==> config.mk <==
export PLATFORM = sky130hd
export DESIGN_NAME = pixel_load_scheduler
export DESIGN_NICKNAME = d
export VERILOG_FILES = /design/src/rtl/pixel_load_scheduler.sv
export SDC_FILE = /design/constraint.sdc
export NUM_CORES = 1
export LEC_CHECK = 0
export CAP_MARGIN = 10
export CORE_UTILIZATION = 35
export CTS_BUF_LIST = sky130_fd_sc_hd__clkbuf_4 sky130_fd_sc_hd__clkbuf_8
export DETAILED_ROUTE_END_ITERATION = 10
export GPL_TIMING_DRIVEN = 0
export HOLD_SLACK_MARGIN = 0.15
export PLACE_DENSITY = 0.65
export SETUP_SLACK_MARGIN = 0.02
export SLEW_MARGIN = 0
export SYNTH_ARGS = -nofsm -noshare
export SYNTH_HDL_FRONTEND = slang
export SYNTH_SLANG_ARGS = --single-unit
export TNS_END_PERCENT = 10
==> constraint.sdc <==
create_clock -name clk -period 5.5 [get_ports clk]
set_input_delay 1.1 -clock clk [delete_from_list [all_inputs] [get_ports clk]]
set_output_delay 1.1 -clock clk [all_outputs]
set_load 0.02 [all_outputs]
==> src/rtl/pixel_load_scheduler.sv <==
// Pixel load scheduler: assembles 3-byte pixel packets from the UART
// receiver, writes accepted pixels to pixel RAM, kicks off inference once
// a full image is loaded, then hands the class index to the transmitter.
//
// state    | meaning
// ---------+-----------------------------------------------------------
// RX0      | waiting for a header byte (byte 0 of a packet)
// RX1      | byte 0 held, waiting for byte 1 (idle timer running)
// RX2      | bytes 0/1 held, waiting for byte 2 (idle timer running)
// START    | full image written, pulsing cpu_start
// WAIT_CPU | inference running, waiting for cpu_halt
// TX       | result byte offered to the transmitter
module pixel_load_scheduler #(
  parameter int NUM_PIXELS     = 784,
  parameter int ADDR_W         = 10,
  parameter int TIMEOUT_CYCLES = 5000
) (
  input  logic              clk,
  input  logic              rst,
  input  logic              rx_valid,
  input  logic [7:0]        rx_byte,
  output logic              mem_we,
  output logic [ADDR_W-1:0] mem_addr,
  output logic [7:0]        mem_wdata,
  output logic              cpu_start,
  input  logic              cpu_halt,
  input  logic [3:0]        nn_result,
  output logic              tx_valid,
  output logic [7:0]        tx_byte,
  input  logic              tx_ready,
  output logic [ADDR_W-1:0] pkt_count,
  output logic [7:0]        err_count,
  output logic              busy
);

  localparam int TMR_W = $clog2(TIMEOUT_CYCLES + 1);
  // Loading TIMEOUT_CYCLES-1 on each byte makes the terminal count (zero)
  // get hit on exactly the TIMEOUT_CYCLES-th idle edge after that byte.
  localparam logic [TMR_W-1:0]  TMR_LOAD  = TMR_W'(TIMEOUT_CYCLES - 1);
  localparam logic [ADDR_W-1:0] PKT_LAST  = ADDR_W'(NUM_PIXELS - 1);
  localparam logic [10:0]       LOC_LIMIT = 11'(NUM_PIXELS);

  typedef enum logic [2:0] {
    RX0      = 3'd0,
    RX1      = 3'd1,
    RX2      = 3'd2,
    START    = 3'd3,
    WAIT_CPU = 3'd4,
    TX       = 3'd5
  } state_t;

  state_t           state;
  logic [4:0]       b0_loc;   // only the loc bits of byte 0 are needed
  logic [7:0]       b1;
  logic [TMR_W-1:0] idle_cnt;

  logic [9:0] pkt_loc;
  logic [7:0] pkt_data;
  logic [2:0] pkt_footer;
  logic [2:0] exp_footer;
  logic       pkt_ok;

  function automatic logic [7:0] sat_inc(input logic [7:0] v);
    return (v == 8'hFF) ? v : v + 8'd1;
  endfunction

  // Decode and validate the packet formed by the held bytes and the byte on rx_byte.
  always_comb begin
    pkt_loc    = {b0_loc, b1[7:3]};
    pkt_data   = {b1[2:0], rx_byte[7:3]};
    pkt_footer = rx_byte[2:0];
    exp_footer = {^pkt_data, ^pkt_loc, ^{pkt_data[7:4], pkt_loc[9:5]}};
    pkt_ok     = (pkt_footer == exp_footer) && ({1'b0, pkt_loc} < LOC_LIMIT);
  end

  // Sequencer: packet assembly, RAM write, CPU handoff and result transmit.
  always_ff @(posedge clk or negedge rst) begin
    if (!rst) begin
      state     <= RX0;
      b0_loc    <= '0;
      b1        <= '0;
      idle_cnt  <= '0;
      mem_we    <= 1'b0;
      mem_addr  <= '0;
      mem_wdata <= '0;
      cpu_start <= 1'b0;
      tx_valid  <= 1'b0;
      tx_byte   <= '0;
      pkt_count <= '0;
      err_count <= '0;
      busy      <= 1'b0;
    end else begin
      mem_we    <= 1'b0;
      cpu_start <= 1'b0;
      case (state)
        RX0: begin
          if (rx_valid) begin
            if (rx_byte[7:5] == 3'b101) begin
              b0_loc   <= rx_byte[4:0];
              idle_cnt <= TMR_LOAD;
              state    <= RX1;
            end else begin
              err_count <= sat_inc(err_count);
            end
          end
        end
        RX1: begin
          if (rx_valid) begin
            b1       <= rx_byte;
            idle_cnt <= TMR_LOAD;
            state    <= RX2;
          end else if (idle_cnt == '0) begin
            err_count <= sat_inc(err_count);
            state     <= RX0;
          end else begin
            idle_cnt <= idle_cnt - TMR_W'(1);
          end
        end
        RX2: begin
          if (rx_valid) begin
            if (pkt_ok) begin
              mem_we    <= 1'b1;
              mem_addr  <= ADDR_W'(pkt_loc);
              mem_wdata <= pkt_data;
              pkt_count <= pkt_count + ADDR_W'(1);
              if (pkt_count == PKT_LAST) begin
                busy  <= 1'b1;
                state <= START;
              end else begin
                state <= RX0;
              end
            end else begin
              err_count <= sat_inc(err_count);
              state     <= RX0;
            end
          end else if (idle_cnt == '0) begin
            err_count <= sat_inc(err_count);
            state     <= RX0;
          end else begin
            idle_cnt <= idle_cnt - TMR_W'(1);
          end
        end
        START: begin
          cpu_start <= 1'b1;
          state     <= WAIT_CPU;
        end
        WAIT_CPU: begin
          // Received bytes are deliberately dropped here without counting.
          if (cpu_halt) begin
            tx_byte  <= {4'b0000, nn_result};
            tx_valid <= 1'b1;
            state    <= TX;
          end
        end
        TX: begin
          if (tx_ready) begin
            tx_valid  <= 1'b0;
            pkt_count <= '0;
            busy      <= 1'b0;
            state     <= RX0;
          end
        end
        default: state <= RX0;
      endcase
    end
  end

endmodule

Word-level counts from Yosys, hierarchy flattened
Cells that the tools add are included.
{"block": "totals", "reg_bits": 73}
{"block": "classes", "addsub": 3, "eq_ne": 20, "reduce_logical": 19, "magnitude_cmp": 1, "mux": 39}
{"operator": "2-to-1 mux 13 bit", "count": 5}
{"operator": "2-to-1 mux 8 bit", "count": 7}
{"operator": "one-hot mux 13 bit (3 select lines)", "count": 1}
{"operator": "2-to-1 mux 10 bit", "count": 3}
{"operator": "2-to-1 mux 3 bit", "count": 8}
{"operator": "one-hot mux 8 bit (3 select lines)", "count": 1}
{"operator": "inequality test 2 bit, second input constant", "count": 10}
{"operator": "one-hot mux 10 bit (2 select lines)", "count": 1}
{"operator": "one-hot mux 3 bit (6 select lines)", "count": 1}
{"operator": "zero test 13 bit", "count": 1}
{"operator": "subtractor 13 x 1 -> 13 bit, second input constant", "count": 1}
{"operator": "AND reduction 4 bit", "count": 3}
{"operator": "adder 10 x 1 -> 10 bit, second input constant", "count": 1}
{"operator": "equality test 10 bit, second input constant", "count": 1}
{"operator": "< comparator 10 bit, second input constant", "count": 1}
{"operator": "AND reduction 5 bit", "count": 2}
{"operator": "parity 10 bit", "count": 1}
{"operator": "equality test 3 bit, second input constant", "count": 3}
{"operator": "2-to-1 mux 1 bit", "count": 9}
{"operator": "AND reduction 3 bit", "count": 3}
{"operator": "parity 9 bit", "count": 1}
{"operator": "adder 8 x 1 -> 8 bit, second input constant", "count": 1}
{"operator": "equality test 8 bit, second input constant", "count": 1}
{"operator": "parity 8 bit", "count": 1}
{"operator": "other kinds (11)", "count": 15}

Depth between registers and ports, before layout
Gate-level depths: netlist of run 1.
{"block": "depth", "ltp_word": 6, "depth_mapped": 10}

Worst setup path after synthesis of run 1
Ideal clock, no wire load.
{"block": "synth_timing", "path_kind": "input to register", "from": "input port rx_byte[6]", "to": "register pkt_count[3]", "arrival_time_ps": 2866, "path_stages": 9, "setup_time_ps": 78, "path_buffers": 1, "slack_ps": 2556, "cell_sequence": "inv_1 > ha_1 > xor2_1 > xnor2_1 > and3_1 > o211ai_2 > buf_4 > or3_1 > a21oi_1"}
{"block": "synth_via", "elab_chain_cells": 5}
{"element": "from (decl)", "line": "21", "rtl": "input logic [7:0] rx_byte,"}
{"element": "parity 8 bit", "line": "72", "rtl": "exp_footer = {^pkt_data, ^pkt_loc, ^{pkt_data[7:4], pkt_loc[9:5]}};"}
{"element": "equality test 3 bit", "line": "73", "rtl": "pkt_ok = (pkt_footer == exp_footer) && ({1'b0, pkt_loc} < LOC_LIMIT);"}
{"element": "logical AND 1 bit", "line": "73"}
{"element": "inequality test 2 bit (no source line)"}
{"element": "AND reduction 4 bit (no source line)"}
{"element": "to (signal assigned)", "line": "125", "rtl": "pkt_count <= pkt_count + ADDR_W'(1);"}
{"element": "to (decl)", "line": "31", "rtl": "output logic [ADDR_W-1:0] pkt_count,"}
Every way passes these cells.
A chain may end at the register's enable or synchronous reset.

Final worst setup path of run 1
{"block": "layout_timing", "from": "input port rx_byte[6]", "to": "register err_count[7]"}
{"block": "layout_via", "elab_chain_cells": 5, "elab_cells_between_ends": 7}
{"element": "parity 8 bit", "line": "72"}
{"element": "equality test 3 bit", "line": "73"}
{"element": "logical AND 1 bit", "line": "73"}
{"element": "inequality test 3 bit (no source line)"}
{"element": "AND reduction 5 bit (no source line) *"}
{"element": "to (signal assigned)", "line": "103", "rtl": "err_count <= sat_inc(err_count);"}
{"element": "to (signal assigned)", "line": "113", "rtl": "err_count <= sat_inc(err_count);"}
{"element": "to (signal assigned)", "line": "133", "rtl": "err_count <= sat_inc(err_count);"}
{"element": "to (decl)", "line": "32", "rtl": "output logic [7:0] err_count,"}
Every way passes the cells marked *; elsewhere a longest branch is shown, timed or not.

==> impl_metrics.json, run 1 <==
{
  "cts_tree": "yes",
  "avgViaCountPerCell": 5.026,
  "cts_root_buf": "clkbuf_8",
  "placed_cell_area_sq_um": 4517,
  "ant_nets": 0,
  "setup_viol": 0,
  "grt_setup_unrepaired": "no",
  "holdBufCountCts": 0,
  "comb_power_share_pct": 46.0,
  "hold_viol_final": 0,
  "p_per_area_nw_per_um2": 477.7,
  "hp-start": "mem_addr[3]",
  "hpwlAfterDp_mm": 5.967,
  "maxSlewViolCount": 0,
  "clk_pin_slew_ns": 0.07,
  "synthFlopType": "dfrtp_1",
  "reg2reg_slack_ns": 3.00,
  "grt_usage_pct": 16.12,
  "critical_path_class": "in -> reg",
  "first_global_vias": 2861,
  "vias": 2935,
  "status": "finished, final reports clean",
  "arrival_ns": 3.59,
  "period_share_pct": 61.65,
  "fin_worst_skew_ns": 0.01027,
  "cts_resized": 0,
  "sw_frac_of_total_pct": 38.63,
  "p_leak_uw": 0.002052,
  "total_power_uw": 2237,
  "crit_chain": "clkdlybuf4s50_1, inv_1, ha_1, xor2_1, xnor2_1, and3_1, o2111ai_1, buf_2, buf_2, a41oi_1",
  "antenna_found_initial": 0,
  "cts-buffers-inserted": 9,
  "tightestPinTransition_ns": 0.7983,
  "ys_warn_count": 0,
  "synth_edf_count": 0,
  "yosysSeqAreaShare_pct": 49.01,
  "area_growth_pct": 25.65,
  "fp.dieH_microns": 105.2,
  "start_util_pct": 36.10,
  "max-slew-margin-rel_pct": 46.37,
  "cp-end-kind": "register",
  "rr_worst_depth": 6,
  "wl_per_cell_microns": 14.00,
  "drt_pass1_iterations": 6,
  "clock_latency_ns": 0.35,
  "synth-seq-cells": 73,
  "io-pin-count": 65,
  "drive_above_1_share_pct": 11.61,
  "period_needed_ns": 3.391,
  "htree_num_levels": 3,
  "hold_depth": 2,
  "postSynthCellCount": 369,
  "final_common_cell": "dfrtp_1",
  "grt.overflow.total": 0,
  "pwr-share-clk_pct": 16.5,
  "setup_tns_ns": 0,
  "stdcell_area_sq_um": 4683,
  "ir_drop_mv": 0.2345,
  "crit_path_max_fanout": 10,
  "slowest_stage": "clkdlybuf4s50_1",
  "seqPwrFrac_pct": 37.5,
  "drc": 0,
  "layout_common_cells": "73 x dfrtp_1, 68 x nand2_1, 58 x clkdlybuf4s50_1, 17 x xnor2_1, 17 x mux2_2",
  "drt-total-wl_mm": 8.177,
  "netlist_area_sq_um": 3727,
  "dieArea_sq_um": 11070,
  "intPower_uw": 1373,
  "avgSynthCellArea_sq_um": 10.10,
  "num_rows": 37,
  "diodes": 0,
  "place.gp.congestion": 0.7633,
  "cts_buffer_depth": 2,
  "min_to": "mem_addr[3]",
  "r2r_start": "idle_cnt[2]",
  "dr.first_iter.drc_count": 110,
  "clock_sinks": 73,
  "utilization_pct": 45.36,
  "required_ns": 5.69,
  "crit_path_frequent_cell": "buf_2",
  "port_buffers": 59,
  "grt_pass1_wl_mm": 14.17,
  "nNetsFinal": 468,
  "start_kind": "primary input",
  "p_switching_uw": 864.3,
  "drv_cap": 0,
  "post-cts-setup-buffer-count": 0,
  "die-width_microns": 105.2,
  "grt_max_degree": 43,
  "slowest_delay_ns": 0.49,
  "fmax_ghz": 0.2949,
  "ys_types": 56,
  "synth_async_sr_flop_share_pct": 100.0,
  "holdCritPathClass": "reg -> reg",
  "core_region_area_sq_um": 10320,
  "worstReg2RegEnd": "err_count[1]"
}
[flip-flops by register name, summed over array words and instances, names as in the netlist, 3 cells and up]
name / cells
b0_loc: 5
b1: 8
err_count: 8
idle_cnt: 13
mem_addr: 10
mem_wdata: 8
pkt_count: 10
state: 3
tx_byte: 4
[kinds of logic after synthesis]
group	Yosys count	share of synthesized area (%)
AOI/OAI and AO/OA	54	9.836
muxes	18	5.438
and+or+nand+nor	155	21.52
other	1	0.1006
adders and majority gates	8	2.686
DFF	73	49.01
buffers and inverters	28	3.525
xor gates and xnor gates	32	7.888
[final cells by class]
cell class                 instances  area [sq um]
buffer                            20         101.3
tap                              136         170.2
fill                             981          5640
sequential                        73          1827
clock buffer                      12         146.4
inverter                           8         30.03
multi-input combinational        271          1780
clock inverter                     4         20.02
timing repair buffer              60         608.1
[Yosys cell counts (5+ instances only)]
library cell | number | area share, %
o21ai_0 | 11 | 1.5
buf_4 | 5 | 1.0
ha_1 | 8 | 2.7
dfrtp_1 | 73 | 49
a21oi_1 | 15 | 2.0
nor2_1 | 15 | 1.5
nand4_1 | 6 | 1.0
and3_1 | 8 | 1.3
xor2_1 | 14 | 3.3
clkbuf_1 | 8 | 0.81
a31oi_1 | 5 | 0.84
inv_1 | 8 | 0.81
nand3_1 | 12 | 1.6
nand2_1 | 68 | 6.8
nor3_1 | 6 | 0.81
buf_2 | 6 | 0.81
mux2_2 | 17 | 5.1
xnor2_1 | 17 | 4.0
or4_1 | 5 | 1.0
nand2b_1 | 6 | 1.0
[power by group through the flow]
stage	clock network, uW	logic [uW]	registers [uW]
global route	404	1130	866
global placement	0	1010	844
detailed placement	0	1030	848
floorplan	0	627	924
finish	369	1030	839
CTS	375	1040	839
[worst max-delay path: cells and delay by family]
family,cells,cell delay [ns]
XOR/XNOR,2,0.37
buffers and inverters,4,1.06
AND/OR/NAND/NOR,1,0.26
AO/OA/AOI/OAI,2,0.51
adder cells (fa/ha/maj),1,0.29
[how the worst max path moves through the flow]
stage               startpoint           end  slack (ns)  cells after the start
floorplan           rx_byte[6]  pkt_count[3]        2.56                      9
global placement           rst   idle_cnt[9]        0.77                      1
detailed placement  rx_byte[6]  err_count[7]        1.80                     10
CTS                 rx_byte[6]  err_count[7]        2.16                     10
global route        rx_byte[6]  err_count[7]        1.96                     10
finish              rx_byte[6]  err_count[7]        2.11                     10
[routing by layer]
metal,up-vias,share of wire [%],GRT usage (%)
li1,1439,-,-
met1,1419,48,22.34
met2,65,46,24.48
met3,12,3.9,3.244
met4,0,1.7,6.740
met5,-,0,0
[per-stage QoR]
stage	hold WS, ns	instances	setup slack, ns
after floorplan	0.4384	372	2.556
after global placement	0.4522	567	0.7746
after detailed placement	0.4594	568	1.800
after CTS	0.4765	584	2.158
after global routing	0.4985	584	1.959
final	0.4734	584	2.110
(Power assumes the default switching activity.)
==> run 2: changes to the inputs <==
--- a/config.mk
+++ b/config.mk
@@ -11,7 +11,7 @@
 export DETAILED_ROUTE_END_ITERATION = 10
 export GPL_TIMING_DRIVEN = 0
 export HOLD_SLACK_MARGIN = 0.15
-export PLACE_DENSITY = 0.65
+export PLACE_DENSITY = 0.67
 export SETUP_SLACK_MARGIN = 0.02
 export SLEW_MARGIN = 0
 export SYNTH_ARGS = -nofsm -noshare
==> constraint.sdc (replaced) <==
create_clock -name clk -period 3.01 [get_ports clk]
set_input_delay 0.602 -clock clk [delete_from_list [all_inputs] [get_ports clk]]
set_output_delay 0.602 -clock clk [all_outputs]
set_load 0.02 [all_outputs]
==> run 2 against run 1 <==
Largest cell class unchanged. Clock skew increased by 0.0041 ns. Non-clock buffer count increased by 1. Wire length increased by 0.31%. Flip-flop and latch count unchanged. Critical path type unchanged. Design area increased by 1.4%. Register-to-register slack got worse by 2.5 ns. Die area unchanged. Via count decreased by 0.14%. Sequential power increased by 84%. Global-route usage increased by 0.17 points. Power increased by 89%.
==> impl_metrics.json, run 2 (same netlist as run 1, synthesis figures left out) <==
{
  "status": "finished, final reports clean",
  "required_ns": 3.28,
  "antenna_found_initial": 0,
  "die-width_microns": 105.2,
  "dp.cells": 568,
  "fp.dieH_microns": 105.2,
  "final_common_cell": "dfrtp_1",
  "core_region_area_sq_um": 10320,
  "dr.first_iter.drc_count": 103,
  "port_buffers": 59,
  "num_rows": 37,
  "seq_area_sq_um": 1827,
  "holdCritPathClass": "reg -> reg",
  "diodes": 0,
  "ant_nets": 0,
  "dieArea_sq_um": 11070,
  "p_switching_uw": 1608,
  "placed_cell_area_sq_um": 4524,
  "grt_usage_pct": 16.30,
  "slowest_delay_ns": 0.48,
  "tightestPinTransition_ns": 0.7094,
  "top_regs": "idle_cnt: 13 flops, mem_addr: 10 flops, pkt_count: 10 flops",
  "clock_sinks": 73,
  "grt_max_degree": 72,
  "grt_setup_unrepaired": "no",
  "ir_drop_mv": 0.4734,
  "htree_num_levels": 3,
  "clock_latency_ns": 0.35,
  "seqPwrFrac_pct": 36.4,
  "avgViaCountPerCell": 5.019,
  "p_leak_uw": 0.002077,
  "crit_chain": "clkdlybuf4s50_1, inv_1, ha_1, xor2_1, xnor2_2, and3_1, o211ai_2, buf_4, or3_1, a21oi_1",
  "cts_root_buf": "clkbuf_8",
  "io-pin-count": 65,
  "finalNonFillerCells": 584,
  "drt_pass1_iterations": 5,
  "max-slew-margin-rel_pct": 52.34,
  "top_register": "idle_cnt",
  "drive_above_1_share_pct": 11.83,
  "drc": 0,
  "clk_pin_slew_ns": 0.08,
  "start_kind": "primary input",
  "drv_cap": 0,
  "multiInputGateArea_sq_um": 1794,
  "start_util_pct": 36.10,
  "arrival_ns": 3.07,
  "pwr-share-clk_pct": 18.4,
  "place.gp.congestion": 0.8069,
  "sw_frac_of_total_pct": 38.00,
  "vias": 2931,
  "comb_power_share_pct": 45.2,
  "post-cts-setup-buffer-count": 0,
  "utilization_pct": 45.98,
  "cp-end-kind": "register",
  "layout_common_cells": "73 x dfrtp_1, 68 x nand2_1, 58 x clkdlybuf4s50_1, 17 x mux2_2, 16 x xnor2_1",
  "grt_pass1_wl_mm": 14.24,
  "area_growth_pct": 27.36,
  "cts-buffers-inserted": 9,
  "hold_viol_final": 0,
  "setup_viol": 0,
  "period_needed_ns": 2.799,
  "p_per_area_nw_per_um2": 891.5,
  "grt.overflow.total": 0,
  "wl_per_cell_microns": 14.04,
  "drt-total-wl_mm": 8.202,
  "reg2reg_slack_ns": 0.49,
  "stdcell_area_sq_um": 4747,
  "period_share_pct": 93.00,
  "largest_reg_flops": 13,
  "crit_path_max_fanout": 10,
  "nFillCells": 947,
  "cts_tree": "yes",
  "hpwlAfterDp_mm": 5.912,
  "critical_path_class": "in -> reg",
  "cts_buffer_depth": 2,
  "slowest_stage": "clkdlybuf4s50_1",
  "first_global_vias": 2975,
  "nNetsFinal": 469,
  "maxSlewViolCount": 0,
  "intPower_uw": 2624,
  "fin_worst_skew_ns": 0.01432,
  "fmax_ghz": 0.3572
}
[run 2: critical path: cells and delay by family]
kind	cells	cell delay, ns
xor+xnor	2	0.44
simple gates	2	0.64
compound gates	2	0.33
buf+inv	3	0.78
fa+ha+maj	1	0.29
[run 2: layout make-up]
class	instances	area share (%)
Sequential cell	73	38.48
Multi-Input combinational cell	271	37.80
Timing Repair Buffer	61	13.18
Tap cell	136	3.585
Clock buffer	12	3.347
Buffer	20	2.135
Clock inverter	3	0.8434
Inverter	8	0.6326
[run 2: metal layers]
| metal | global-route usage [%] | vias up | routed length [microns] |
|---|---|---|---|
| met1 | 21.16 | 1407 | 3766 |
| met4 | 7.042 | 0 | 142 |
| met3 | 3.556 | 11 | 370 |
| met2 | 26.08 | 67 | 3922 |
| li1 | - | 1446 | - |
| met5 | 0 | - | 0 |
[run 2: final timing paths]
check,from,end,cells past startpoint
max reg2reg,idle_cnt[2],err_count[1],6
max in group asynchronous,rst,idle_cnt[4],3
min reg2reg,mem_wdata[0],mem_wdata[0],2
min,mem_wdata[0],mem_wdata[0],2
min in group asynchronous,rst,mem_wdata[1],2
max,rx_byte[6],pkt_count[5],10
[run 2: power groups by stage]
stage / clock network (uW) / registers, uW / logic (uW)
after CTS: 803 / 1540 / 1910
after detailed placement: 0 / 1560 / 1890
after global placement: 0 / 1550 / 1840
after floorplan: 0 / 1690 / 1150
after global routing: 838 / 1580 / 2100
final: 780 / 1540 / 1910
[run 2: through the flow]
stage | setup TNS, ns | hold slack [ns] | setup WS (ns) | total power, uW
2_1_floorplan | 0 | 0.3064 | 0.5639 | 2834
3_3_place_gp | -92.91 | 0.4515 | -1.229 | 3390
3_5_place_dp | -4.086 | 0.4091 | -0.2243 | 3444
4_1_cts | 0 | 0.4732 | 0.1467 | 4251
5_1_grt | 0 | 0.5031 | 0.06168 | 4521
6_report | 0 | 0.4744 | 0.2107 | 4232
[run 2: what timing repair did]
item | CTS | global route
endpoints found under the hold margin | 2 | 0
setup endpoints to repair | 0 | 4
hold buffers | 1 | 0
resized for setup | 0 | 2
